File: config.mk
export PLATFORM = sky130hd
export DESIGN_NAME = debug_tx_serializer
export DESIGN_NICKNAME = d
export VERILOG_FILES = /design/src/rtl/debug_pkg.sv /design/src/rtl/debug_tx_serializer_sync_fifo.sv /design/src/rtl/debug_tx_serializer.sv
export SDC_FILE = /design/constraint.sdc
export NUM_CORES = 1
export LEC_CHECK = 0
export ABC_AREA = 0
export BUFFER_PORTS_ARGS = -buffer_cell sky130_fd_sc_hd__buf_2
export CAP_MARGIN = 20
export CELL_PAD_IN_SITES_DETAIL_PLACEMENT = 1
export CELL_PAD_IN_SITES_GLOBAL_PLACEMENT = 2
export CORE_AREA = 2 2 122 153
export CTS_CLUSTER_SIZE = 10
export DETAILED_ROUTE_END_ITERATION = 16
export DIE_AREA = 0 0 124 155
export PLACE_DENSITY = 0.76
export SLEW_MARGIN = 20
export SYNTH_ARGS = -nofsm -noshare
export SYNTH_HDL_FRONTEND = slang
export SYNTH_SLANG_ARGS = --single-unit
File: constraint.sdc
create_clock -name i_clk -period 4 [get_ports i_clk]
set_input_delay 0.4 -clock i_clk [delete_from_list [all_inputs] [get_ports i_clk]]
set_output_delay 0.4 -clock i_clk [all_outputs]
set_load 0.05 [all_outputs]
File: src/rtl/debug_pkg.sv
// Shared definitions for the debug unit and its UART transmit serializer:
// FSM state encoding, word/byte derivation and parameter sanity helpers.
package debug_pkg;

    // Serializer FSM states
    typedef enum logic [1:0] {
        ST_IDLE  = 2'd0,
        ST_START = 2'd1,
        ST_WAIT  = 2'd2
    } tx_state_e;

    // Number of UART bytes in one debug word
    function automatic int bytes_per_word(input int nbits, input int data_bits);
        return nbits / data_bits;
    endfunction

    function automatic bit is_pow2(input int value);
        return (value > 0) && ((value & (value - 1)) == 0);
    endfunction

    // Word must split evenly into bytes; FIFO depth must be a power of two >= 2
    function automatic bit params_ok(input int nbits, input int data_bits, input int depth);
        return (data_bits > 0) && (nbits >= data_bits) && ((nbits % data_bits) == 0)
               && is_pow2(depth) && (depth >= 2);
    endfunction

endpackage

File: src/rtl/debug_tx_serializer_sync_fifo.sv
// Small synchronous word FIFO with occupancy count. The head word is visible
// combinationally so the consumer can pop and capture it in the same cycle.
module sync_fifo #(
    parameter int WIDTH = 32,
    parameter int DEPTH = 4
) (
    input  logic                     clk_i,
    input  logic                     rst_ni,
    input  logic                     clear_i,
    input  logic                     push_i,
    input  logic                     pop_i,
    input  logic [WIDTH-1:0]         data_i,
    output logic [WIDTH-1:0]         data_o,
    output logic                     full_o,
    output logic                     empty_o,
    output logic [$clog2(DEPTH):0]   count_o
);

    localparam int AW = $clog2(DEPTH);
    localparam int CW = AW + 1;

    logic [WIDTH-1:0] mem_q [DEPTH];
    logic [AW-1:0]    wr_ptr_q, wr_ptr_d;
    logic [AW-1:0]    rd_ptr_q, rd_ptr_d;
    logic [CW-1:0]    count_q, count_d;
    logic             push_ok, pop_ok;

    assign full_o  = (count_q == CW'(DEPTH));
    assign empty_o = (count_q == '0);
    assign count_o = count_q;
    assign data_o  = mem_q[rd_ptr_q];

    // Guard against overflow/underflow so the count can never wrap
    assign push_ok = push_i && !full_o;
    assign pop_ok  = pop_i && !empty_o;

    // Next pointers and count; pointers wrap naturally as DEPTH is a power of two
    always_comb begin
        wr_ptr_d = wr_ptr_q;
        rd_ptr_d = rd_ptr_q;
        count_d  = count_q;
        if (push_ok) begin
            wr_ptr_d = wr_ptr_q + 1'b1;
        end
        if (pop_ok) begin
            rd_ptr_d = rd_ptr_q + 1'b1;
        end
        count_d = count_q + CW'(push_ok) - CW'(pop_ok);
    end

    // Storage write; contents need no reset since the count gates reads
    always_ff @(posedge clk_i) begin
        if (push_ok && !clear_i) begin
            mem_q[wr_ptr_q] <= data_i;
        end
    end

    // Pointer and count registers; clear flushes everything
    always_ff @(posedge clk_i or negedge rst_ni) begin
        if (!rst_ni) begin
            wr_ptr_q <= '0;
            rd_ptr_q <= '0;
            count_q  <= '0;
        end else if (clear_i) begin
            wr_ptr_q <= '0;
            rd_ptr_q <= '0;
            count_q  <= '0;
        end else begin
            wr_ptr_q <= wr_ptr_d;
            rd_ptr_q <= rd_ptr_d;
            count_q  <= count_d;
        end
    end

endmodule

File: src/rtl/debug_tx_serializer.sv
// Buffers debug words in a FIFO and feeds them to the UART transmitter one
// byte at a time using the start/done handshake.
module debug_tx_serializer
    import debug_pkg::*;
#(
    parameter int NBITS      = 32,
    parameter int DATA_BITS  = 8,
    parameter int FIFO_DEPTH = 4,
    parameter int MSB_FIRST  = 0
) (
    input  logic                          i_clk,
    input  logic                          i_reset,
    input  logic                          i_clear,
    input  logic                          i_word_valid,
    input  logic [NBITS-1:0]              i_word,
    output logic                          o_word_ready,
    output logic [DATA_BITS-1:0]          o_uart_tx_data,
    output logic                          o_uart_tx_start,
    input  logic                          i_uart_tx_done,
    output logic [$clog2(FIFO_DEPTH):0]   o_fifo_count,
    output logic                          o_busy
);

    localparam int BYTES = bytes_per_word(NBITS, DATA_BITS);
    localparam int IW    = (BYTES > 1) ? $clog2(BYTES) : 1;
    localparam logic [IW-1:0] LAST_IDX = IW'(BYTES - 1);

    generate
        if (!params_ok(NBITS, DATA_BITS, FIFO_DEPTH)) begin : g_bad_params
            $error("debug_tx_serializer: NBITS must be a multiple of DATA_BITS and FIFO_DEPTH a power of two >= 2");
        end
    endgenerate

    tx_state_e               state_q, state_d;
    logic [NBITS-1:0]        shift_q, shift_d;
    logic [IW-1:0]           idx_q, idx_d;
    logic [NBITS-1:0]        shift_adv;
    logic [NBITS-1:0]        fifo_head;
    logic                    fifo_pop, fifo_push, fifo_full, fifo_empty;

    assign fifo_push = i_word_valid && !fifo_full;

    sync_fifo #(
        .WIDTH (NBITS),
        .DEPTH (FIFO_DEPTH)
    ) u_fifo (
        .clk_i   (i_clk),
        .rst_ni  (i_reset),
        .clear_i (i_clear),
        .push_i  (fifo_push),
        .pop_i   (fifo_pop),
        .data_i  (i_word),
        .data_o  (fifo_head),
        .full_o  (fifo_full),
        .empty_o (fifo_empty),
        .count_o (o_fifo_count)
    );

    // Byte order is fixed at elaboration: the outgoing byte always sits at the
    // end of the shift register that is shifted away after each done.
    generate
        if (MSB_FIRST != 0) begin : g_msb_first
            assign shift_adv      = shift_q << DATA_BITS;
            assign o_uart_tx_data = shift_q[NBITS-1 -: DATA_BITS];
        end else begin : g_lsb_first
            assign shift_adv      = shift_q >> DATA_BITS;
            assign o_uart_tx_data = shift_q[DATA_BITS-1:0];
        end
    endgenerate

    assign o_word_ready    = !fifo_full;
    assign o_uart_tx_start = (state_q == ST_START);
    assign o_busy          = (state_q != ST_IDLE) || !fifo_empty;

    // Next-state logic: load words, advance bytes, chain words without idling
    always_comb begin
        state_d  = state_q;
        shift_d  = shift_q;
        idx_d    = idx_q;
        fifo_pop = 1'b0;
        case (state_q)
            ST_IDLE: begin
                if (!fifo_empty) begin
                    fifo_pop = 1'b1;
                    shift_d  = fifo_head;
                    idx_d    = '0;
                    state_d  = ST_START;
                end
            end
            ST_START: begin
                state_d = ST_WAIT;
            end
            ST_WAIT: begin
                if (i_uart_tx_done) begin
                    if (idx_q != LAST_IDX) begin
                        shift_d = shift_adv;
                        idx_d   = idx_q + 1'b1;
                        state_d = ST_START;
                    end else if (!fifo_empty) begin
                        fifo_pop = 1'b1;
                        shift_d  = fifo_head;
                        idx_d    = '0;
                        state_d  = ST_START;
                    end else begin
                        state_d = ST_IDLE;
                    end
                end
            end
            default: begin
                state_d = ST_IDLE;
            end
        endcase
    end

    // State registers; clear abandons any byte in flight
    always_ff @(posedge i_clk or negedge i_reset) begin
        if (!i_reset) begin
            state_q <= ST_IDLE;
            shift_q <= '0;
            idx_q   <= '0;
        end else if (i_clear) begin
            state_q <= ST_IDLE;
            shift_q <= '0;
            idx_q   <= '0;
        end else begin
            state_q <= state_d;
            shift_q <= shift_d;
            idx_q   <= idx_d;
        end
    end

endmodule

* Word level (Yosys, flattened, before mapping) *
Memories as Yosys holds them, arrays and structs flattened.
Cells that the tools add are included.

operators by class
  $add $sub $neg = 5
  muxes and demuxes = 27
  equality and inequality tests = 6
  reduce and logical (&&, ||, !) cells = 16

operators by type and width
  cell                   number
  $mux W32               4
  $pmux W32 S2           1
  $mux W2                11
  $mux W1                7
  $add A2 B1 Y2 const B  3
  $ne A3 B3 Y1 const B   2
  $pmux W2 S3            1
  $reduce_bool A2 Y1     3
  $logic_and A1 B1 Y1    4
  $pmux W2 S2            1
  $reduce_and A2 Y1      2
  $add A3 B1 Y3          1
  $eq A3 B3 Y1 const B   1
  $logic_not A1 Y1       3
  $logic_not A3 Y1       1
  $mux W3                1
  $reduce_bool A3 Y1     1
  $sub A3 B1 Y3          1
  $eq A2 B1 Y1 const B   1
  $eq A2 B2 Y1 const B   1
  $logic_not A2 Y1       1
  $ne A2 B2 Y1 const B   1
  $pmux W1 S2            1
  $logic_or A1 B1 Y1     1

word-level totals
  memories = 1
  input bits = 37
  bits in writable memories = 128
  word-level logic and storage cells = 61
  output and inout bits = 14
  register bits = 43

memory list
  memory        depth  width  rd ports  clocked after Yosys merged registers in  write ports  RTL line                             RTL
  u_fifo.mem_q  4      32     1         0                                        1            debug_tx_serializer_sync_fifo.sv:22  logic [WIDTH-1:0] mem_q [DEPTH];

* Depth between registers and ports, before layout *
Gate-level depths: netlist (run 1).

  depth after elaboration = 8
  depth in mapped cells = 11
  depth with buffers taken out = 11

* Cells and area by module *
Synthesis (run 1) repeated with hierarchy kept, for this count alone.

unflattened totals
  cells, all modules = 388
  area, all modules = 7,029.2 um^2

modules (own cells, without submodules)
  module               area an instance (um^2)  sequential area each (um^2)  times used  cells each
  sync_fifo            5,196.2                  4,018.9                      1           216
  debug_tx_serializer  1,833.0                  900.9                        1           172

* Worst setup path before layout (run 1) *
Ideal clock, no wire load.

  path type = flip-flop to flip-flop
  from = reg u_fifo.count_q[1], in the netlist u_fifo.count_o[1]
  to = mem u_fifo.mem_q[0][0] (enable)
  period minus slack after synthesis = 2.661 ns
  library setup time = 0.392 ns
  path buffers = 0
  slack = 1.339 ns
  arrival time = 2.269 ns
  stages on the path, launching flop included = 5
  required time = 3.608 ns
  path through = dfrtp_1 or3b_2 nand2_1 nor2_1 and2_1

on the way
  longest elaborated chain between the ends = 7

RTL lines
  item                               RTL line                             RTL
  start: declaration                 debug_tx_serializer_sync_fifo.sv:25  logic [CW-1:0] count_q, count_d;
  start signal: assignment           debug_tx_serializer_sync_fifo.sv:71  count_q <= count_d;
  $eq A3 B3 Y1 (*)                   debug_tx_serializer_sync_fifo.sv:28  assign full_o = (count_q == CW'(DEPTH));
  $logic_not A1 Y1 (*)               --
  named net o_word_ready             debug_tx_serializer.sv:16            output logic o_word_ready,
  $logic_and A1 B1 Y1                debug_tx_serializer.sv:41            assign fifo_push = i_word_valid && !fifo_full;
  $logic_and A1 B1 Y1 (*)            debug_tx_serializer_sync_fifo.sv:34  assign push_ok = push_i && !full_o;
  $logic_and A1 B1 Y1 (*)            debug_tx_serializer_sync_fifo.sv:53  if (push_ok && !clear_i) begin
  $mux W1 (*)                        debug_tx_serializer_sync_fifo.sv:53
  $mux W1 (not written as such) (*)  debug_tx_serializer_sync_fifo.sv:54  mem_q[wr_ptr_q] <= data_i;
  end: declaration                   debug_tx_serializer_sync_fifo.sv:22

The timed path passes the listed nets; every way through them passes the cells marked *.

* Final worst setup path (run 1) *
  from = reg u_fifo.count_q[1], in the netlist u_fifo.count_o[1]
  to = reg u_fifo.count_q[2], in the netlist u_fifo.count_o[2]

on the way
  longest elaborated chain between the ends = 8
  elaborated cells between the ends (all ways) = 14
  classes of those cells = add/sub (2); eq/ne (1); mux (5); reduce/logical (6)

RTL lines
  item                                                                   RTL line                             RTL
  parallel branches: the longest is 6 deep, another holds $add A3 B1 Y3  --
  $sub A3 B1 Y3 (*)                                                      debug_tx_serializer_sync_fifo.sv:48  count_d = count_q + CW'(push_ok) - CW'(pop_ok);
  $mux W3 (*)                                                            debug_tx_serializer_sync_fifo.sv:64  end else if (clear_i) begin

Mark *: on every way between the ends.
A chain may end at the register's enable or synchronous reset.

==> results.sh, run 1 <==
export IMPL_status="completed"
export IMPL_period_needed_ns=2.56
export IMPL_post_cts_repair_setup_buffers=0
export IMPL_worst_r2r_cell_count=11
export IMPL_final_min_period_over_clock_period_pct=64.0
export IMPL_final_setup_viol_count=0
export IMPL_clock_tree_htree_level_count=4
export IMPL_yosysMostFrequentCell="edfxtp_1"
export IMPL_routabilityCongestion=0.755
export IMPL_dieHeight_microns=155
export IMPL_drtPass1Iterations=4
export IMPL_drv_slew=0
export IMPL_synth_seq_area_share_pct=70.2
export IMPL_area_growth_syn_to_layout_pct=14.0
export IMPL_synth_top_area_cell="edfxtp_1"
export IMPL_wl_met2_mm=7.56
export IMPL_max_slew_margin_rel_pct=40.5
export IMPL_worst_skew_pair_later_pin_latency_ns=0.43
export IMPL_achievable_frequency_mhz=391
export IMPL_cts_root_buffer="clkbuf_16"
export IMPL_row_count=55
export IMPL_initial_antenna_violation_count=0
export IMPL_ys_top_cells_by_count="edfxtp_1, dfrtp_1, o21ai_0, nor2_1, mux4_2"
export IMPL_portion_of_synthesized_cell_area_occupied_by_the_leading_cell_type_pct=54.8
export IMPL_max_capacitance_violation_count=0
export IMPL_ant_nets=0
export IMPL_cts_max_path_buffers=2
export IMPL_tritoncts_num_buffers=17
export IMPL_floorplan_initialDensity_pct=39.2
export IMPL_worst_setup_path_end_kind="flip-flop"
export IMPL_setup_tns_final_ns=0
export IMPL_clock_tree_from_tritoncts="yes"
export IMPL_die_w_microns=124
export IMPL_via_density=5.46
export IMPL_power_switching_share_pct=34.0
export IMPL_post_synth_cell_area_avg_sq_um=16.8
export IMPL_port_buffers=50
export IMPL_rrSetupSlack_ns=1.44
export IMPL_post_synth_num_cell_types=42
export IMPL_syn_std_cell_area_sq_um=7010
export IMPL_peakVddDrop_v=0.000240
export IMPL_grt_resource_usage_total_pct=16.4
export IMPL_detailed_place_hpwl_mm=9.03
export IMPL_whs_path_depth=1
export IMPL_rsz0062_at_grt="no"
export IMPL_finalHoldViolCount=0
export IMPL_num_fill_cells=1775
export IMPL_power_share_sequential_pct=43.6
export IMPL_synth_nets=462
export IMPL_critical_path_peak_fanout=11
export IMPL_met1Wirelength_mm=6.20
export IMPL_post_cts_resized_instances=0
export IMPL_p_leak_nw=2.88
export IMPL_global_route_wire_length_before_repair_mm=23.0
export IMPL_flop_and_latch_count_out_of_synthesis=171
export IMPL_cts_sinks=171
export IMPL_rr_startpoint="u_fifo.count_o[1]"
export IMPL_dr_wl_met3_microns=400
export IMPL_avgRoutedWirePerCell_microns=20.9
export IMPL_synth_top_flop_cell="edfxtp_1"
export IMPL_floorplan_core_area_sq_um=17900
export IMPL_drc=0
export IMPL_synthTopCellsByArea="edfxtp_1, dfrtp_1, mux4_2, o21ai_0, o221a_2"
export IMPL_grt_max_degree=44
export IMPL_switchingPower_mw=1.85
export IMPL_internal_power_mw=3.59
export IMPL_drive_above_1_share_pct=31.4
export IMPL_final_net_count=504
export IMPL_route_vias_total=3821
export IMPL_worst_hold_startpoint="i_word[3]"
export IMPL_critical_path_reg2reg_endpoint="u_fifo.count_o[2]"
export IMPL_via_count_of_the_first_global_routing_pass=4110
export IMPL_finalHoldWorstSlack_ns=0.187
export IMPL_grt_ovfl_total=0
export IMPL_worst_endpoint_arrival_ns=2.85
export IMPL_postRouteWirelength_mm=14.6
export IMPL_hp_class="in -> reg"
export IMPL_holdPathEnd="u_fifo.mem_q[1][3]"
export IMPL_design_die_area_sq_um=19200
export IMPL_drt_first_iter_violations=247
export IMPL_maxUsedRoutingLayer="met4"
export IMPL_power_share_clock_pct=28.9
export IMPL_postSynth_asyncResetShare_pct=25.1
export IMPL_cts_reportedPaths_clkPinSlew_ns=0.07
export IMPL_power_per_cell_area_nw_per_um2=680
export IMPL_synth_cells=417
export IMPL_tightestPinTransition_ns=0.892
export IMPL_total_number_of_yosys_warnings=0
export IMPL_timing_clock_skew_ns=0.00906
export IMPL_worstPathRequired_ns=4.29
export IMPL_antenna_cells=0
export IMPL_setup_worst_path_start_class="flip-flop"
export IMPL_synth_edf_count=128
export IMPL_combinationalPowerShare_pct=27.5
export IMPL_totalPowerFinal_mw=5.43
export IMPL_ios=51
export IMPL_critPathKind="reg -> reg"
export IMPL_cts_hold_buffers_added=0
==> area by class of cell <==
cell class	count	area (sq um)	share of cell area, %
timing repair buffer	59	323	4.04
clock inverter	15	153	1.91
inverter	6	22.5	0.282
sequential	171	4920	61.6
multi-input combinational	204	1860	23.3
clock buffer	17	425	5.32
tap	228	285	3.57
==> sequential cells by signal (all words and copies together) (netlist names) <==
name and count:
u_fifo.wr_ptr_q 2, u_fifo.mem_q 128, idx_q 2, u_fifo.count_o 3, state_q 2, u_fifo.rd_ptr_q 2
shift_q 32
==> through the flow <==
stage	cell area, sq um	setup slack, ns	cells	utilization [%]
after floorplan	7010	1.34	417	-
after global placement	7400	1.63	667	41.4
after detailed placement	7400	1.45	667	41.4
after CTS	7980	1.44	699	44.6
after global routing	7990	1.25	700	44.7
final	7990	1.44	700	44.7
==> power groups by stage <==
stage	Sequential [mW]	Clock, mW	Combinational, mW
floorplan	2.30	0	1.24
global placement	2.40	0	1.46
detailed placement	2.41	0	1.51
CTS	2.37	1.61	1.51
global route	2.40	1.66	1.63
finish	2.37	1.57	1.49
==> critical path, stage by stage (launching register included) <==
cell	delay, ns
dfrtp_1	0.47
nor3_1	0.08
buf_4	0.18
nor3_1	0.30
ha_1	0.29
inv_1	0.05
ha_1	0.13
inv_1	0.05
fa_1	0.42
xor2_1	0.17
xnor2_1	0.20
nor2_1	0.08
==> worst max path at each step <==
| stage | startpoint | to | cells past startpoint |
|---|---|---|---|
| global route | u_fifo.count_o[1] | u_fifo.count_o[2] | 11 |
| detailed placement | u_fifo.count_o[1] | u_fifo.count_o[2] | 11 |
| CTS | u_fifo.count_o[1] | u_fifo.count_o[2] | 11 |
| finish | u_fifo.count_o[1] | u_fifo.count_o[2] | 11 |
| global placement | u_fifo.count_o[1] | u_fifo.count_o[2] | 11 |
| floorplan | u_fifo.count_o[1] | u_fifo.mem_q[0][0] | 4 |
==> placed cells by master, fill, tap and decap left out, drive strengths merged, types with 6 or more instances in the layout <==
| master | synthesis | final |
|---|---|---|
| edfxtp | 128 | 128 |
| buf | 24 | 58 |
| dfrtp | 43 | 43 |
| o21ai | 34 | 34 |
| nor2 | 34 | 34 |
| mux4 | 32 | 32 |
| a21oi | 21 | 21 |
| clkbuf | 12 | 17 |
| o221a | 15 | 15 |
| inv | 6 | 14 |
| nand3 | 11 | 11 |
| o2bb2ai | 9 | 9 |
| o41ai | 9 | 9 |
| ha | 7 | 7 |
| clkinv | 0 | 6 |
==> routing by layer <==
metal  up-vias  global-route usage [%]
li1       1729                       -
met1      2006                    20.1
met2        60                    27.5
met3        26                    3.89
met4         0                    7.33
met5         -                       0
==> cell families (layout without fill, tap and decap cells) <==
group	count (synthesis)	count (layout)	share of synthesized area, %
compound gates	93	93	9.43
xor+xnor	5	5	0.625
fa+ha+maj	8	8	1.54
buf+inv	42	97	3.25
flops	171	171	70.2
mux	32	32	10.3
simple gates	66	66	4.69
(Power assumes the default switching activity.)
==> run 2: changes to the inputs <==
- PLACE_DENSITY: 0.76 -> 0.79
- clock period: 4 -> 2.1 ns (I/O delays scaled with it)
==> results.sh, run 2 (synthesis results as in run 1) <==
export IMPL_status="finished with violations"
export IMPL_violations="setup timing"
export IMPL_ff_latch_area_sq_um=4920
export IMPL_whs_path_depth=1
export IMPL_grt_max_degree=35
export IMPL_tritoncts_num_buffers=17
export IMPL_multi_input_comb_area_sq_um=1920
export IMPL_period_needed_ns=2.15
export IMPL_max_slew_margin_rel_pct=60.1
export IMPL_detailed_place_hpwl_mm=9.25
export IMPL_final_min_period_over_clock_period_pct=102
export IMPL_postRouteWirelength_mm=14.7
export IMPL_cts_root_buffer="clkbuf_16"
export IMPL_critPathKind="reg -> reg"
export IMPL_design_die_area_sq_um=19200
export IMPL_cts_reportedPaths_clkPinSlew_ns=0.07
export IMPL_floorplan_initialDensity_pct=39.2
export IMPL_row_count=55
export IMPL_global_route_wire_length_before_repair_mm=23.9
export IMPL_hp_class="in -> reg"
export IMPL_avgRoutedWirePerCell_microns=19.9
export IMPL_layout_cell_area_non_filler_sq_um=8510
export IMPL_final_setup_viol_count=1
export IMPL_clock_tree_from_tritoncts="yes"
export IMPL_instances_no_fill=742
export IMPL_worst_r2r_cell_count=11
export IMPL_route_vias_total=3881
export IMPL_initial_antenna_violation_count=0
export IMPL_tightestPinTransition_ns=0.598
export IMPL_setup_slack_ns=-0.0504
export IMPL_setup_tns_final_ns=-0.0504
export IMPL_worstPathRequired_ns=2.40
export IMPL_cts_max_path_buffers=2
export IMPL_setup_worst_path_start_class="flip-flop"
export IMPL_drive_above_1_share_pct=35.4
export IMPL_grt_resource_usage_total_pct=16.8
export IMPL_grt_ovfl_total=0
export IMPL_p_leak_nw=3.10
export IMPL_final_net_count=546
export IMPL_clock_tree_htree_level_count=4
export IMPL_critical_path_peak_fanout=2
export IMPL_finalHoldWorstSlack_ns=0.00990
export IMPL_regMostFlops="u_fifo.mem_q"
export IMPL_layout_commonest_cell="edfxtp_1"
export IMPL_timing_clock_skew_ns=0.0105
export IMPL_worst_endpoint_arrival_ns=2.45
export IMPL_power_per_cell_area_nw_per_um2=1260
export IMPL_routabilityCongestion=0.787
export IMPL_worst_hold_startpoint="i_word[12]"
export IMPL_placed_area_sq_um=7620
export IMPL_rsz0062_at_grt="yes"
export IMPL_most_common_layout_cells="edfxtp_1, buf_2, dfrtp_1"
export IMPL_dieHeight_microns=155
export IMPL_area_growth_syn_to_layout_pct=21.4
export IMPL_drt_first_iter_violations=243
export IMPL_worst_skew_pair_later_pin_latency_ns=0.42
export IMPL_startpoint="idx_q[1]"
export IMPL_antenna_cells=0
export IMPL_rr_startpoint="idx_q[1]"
export IMPL_via_count_of_the_first_global_routing_pass=4358
export IMPL_port_buffers=50
export IMPL_drv_slew=0
export IMPL_ios=51
export IMPL_cts_sinks=171
export IMPL_finalHoldViolCount=0
export IMPL_worst_setup_path_end_kind="flip-flop"
export IMPL_floorplan_core_area_sq_um=17900
export IMPL_drtPass1Iterations=4
export IMPL_drc=0
export IMPL_rrSetupSlack_ns=-0.05
export IMPL_largest_register_ffs=128
export IMPL_achievable_frequency_mhz=465
export IMPL_num_fill_cells=1767
export IMPL_die_w_microns=124
export IMPL_placedCellCount=682
export IMPL_ant_nets=0
export IMPL_max_capacitance_violation_count=0
export IMPL_via_density=5.23
export IMPL_peakVddDrop_v=0.000543
-- run 2: final timing paths --
| check | end |
|---|---|
| setup / recovery | u_fifo.count_o[2] |
| hold / removal | u_fifo.mem_q[0][12] |
| setup reg to reg | u_fifo.count_o[2] |
| hold reg to reg | shift_q[6] |
| max in group asynchronous | shift_q[23] |
| min in group asynchronous | u_fifo.wr_ptr_q[1] |
-- run 2: worst max-delay path: stages (launching register included) --
cell      delay (ns)
dfrtp_1         0.41
ha_4            0.18
a21boi_4        0.16
nor3_4          0.07
ha_1            0.27
inv_1           0.06
ha_1            0.15
inv_2           0.04
fa_2            0.36
xor2_2          0.16
xnor2_1         0.13
nor2_1          0.06
-- run 2: layout make-up --
type | count | share of cell area (%)
clock inverters | 14 | 1.79
multi-input cells | 204 | 22.6
clock buffers | 18 | 5.04
flip-flops and latches | 171 | 57.9
well taps | 228 | 3.35
repair buffers | 101 | 9.08
inverters | 6 | 0.265
-- run 2: stage by stage --
step / power, mW / utilization (%) / setup WS (ns)
global placement: 7.53 / 42.6 / -0.194
global route: 11.3 / 47.6 / -0.182
floorplan: 6.81 / - / -0.215
finish: 10.7 / 47.6 / -0.0504
CTS: 10.9 / 47.5 / -0.0735
detailed placement: 7.64 / 42.6 / -0.294
-- run 2: what timing repair did --
action,4_1_cts,5_1_grt
buffers inserted,6,0
hold buffers,21,1
gates resized for setup,9,2
pin swaps,8,1
endpoints found under the hold margin,107,2
setup endpoints to repair,3,17
-- run 2: report_power, final --
part,leakage [nW],internal [mW],switching (mW)
clock network,0.283,1.69,1.38
registers,1.72,4.09,0.237
logic,1.10,1.45,1.91
total,3.10,7.23,3.52
-- run 2: layer usage --
layer | vias up | track usage (%) | wire length [microns]
met5 | - | 0 | 0
met4 | 0 | 5.94 | 367
met3 | 18 | 3.48 | 378
met2 | 57 | 29.2 | 7990
met1 | 2005 | 20.7 | 6000
li1 | 1801 | - | -
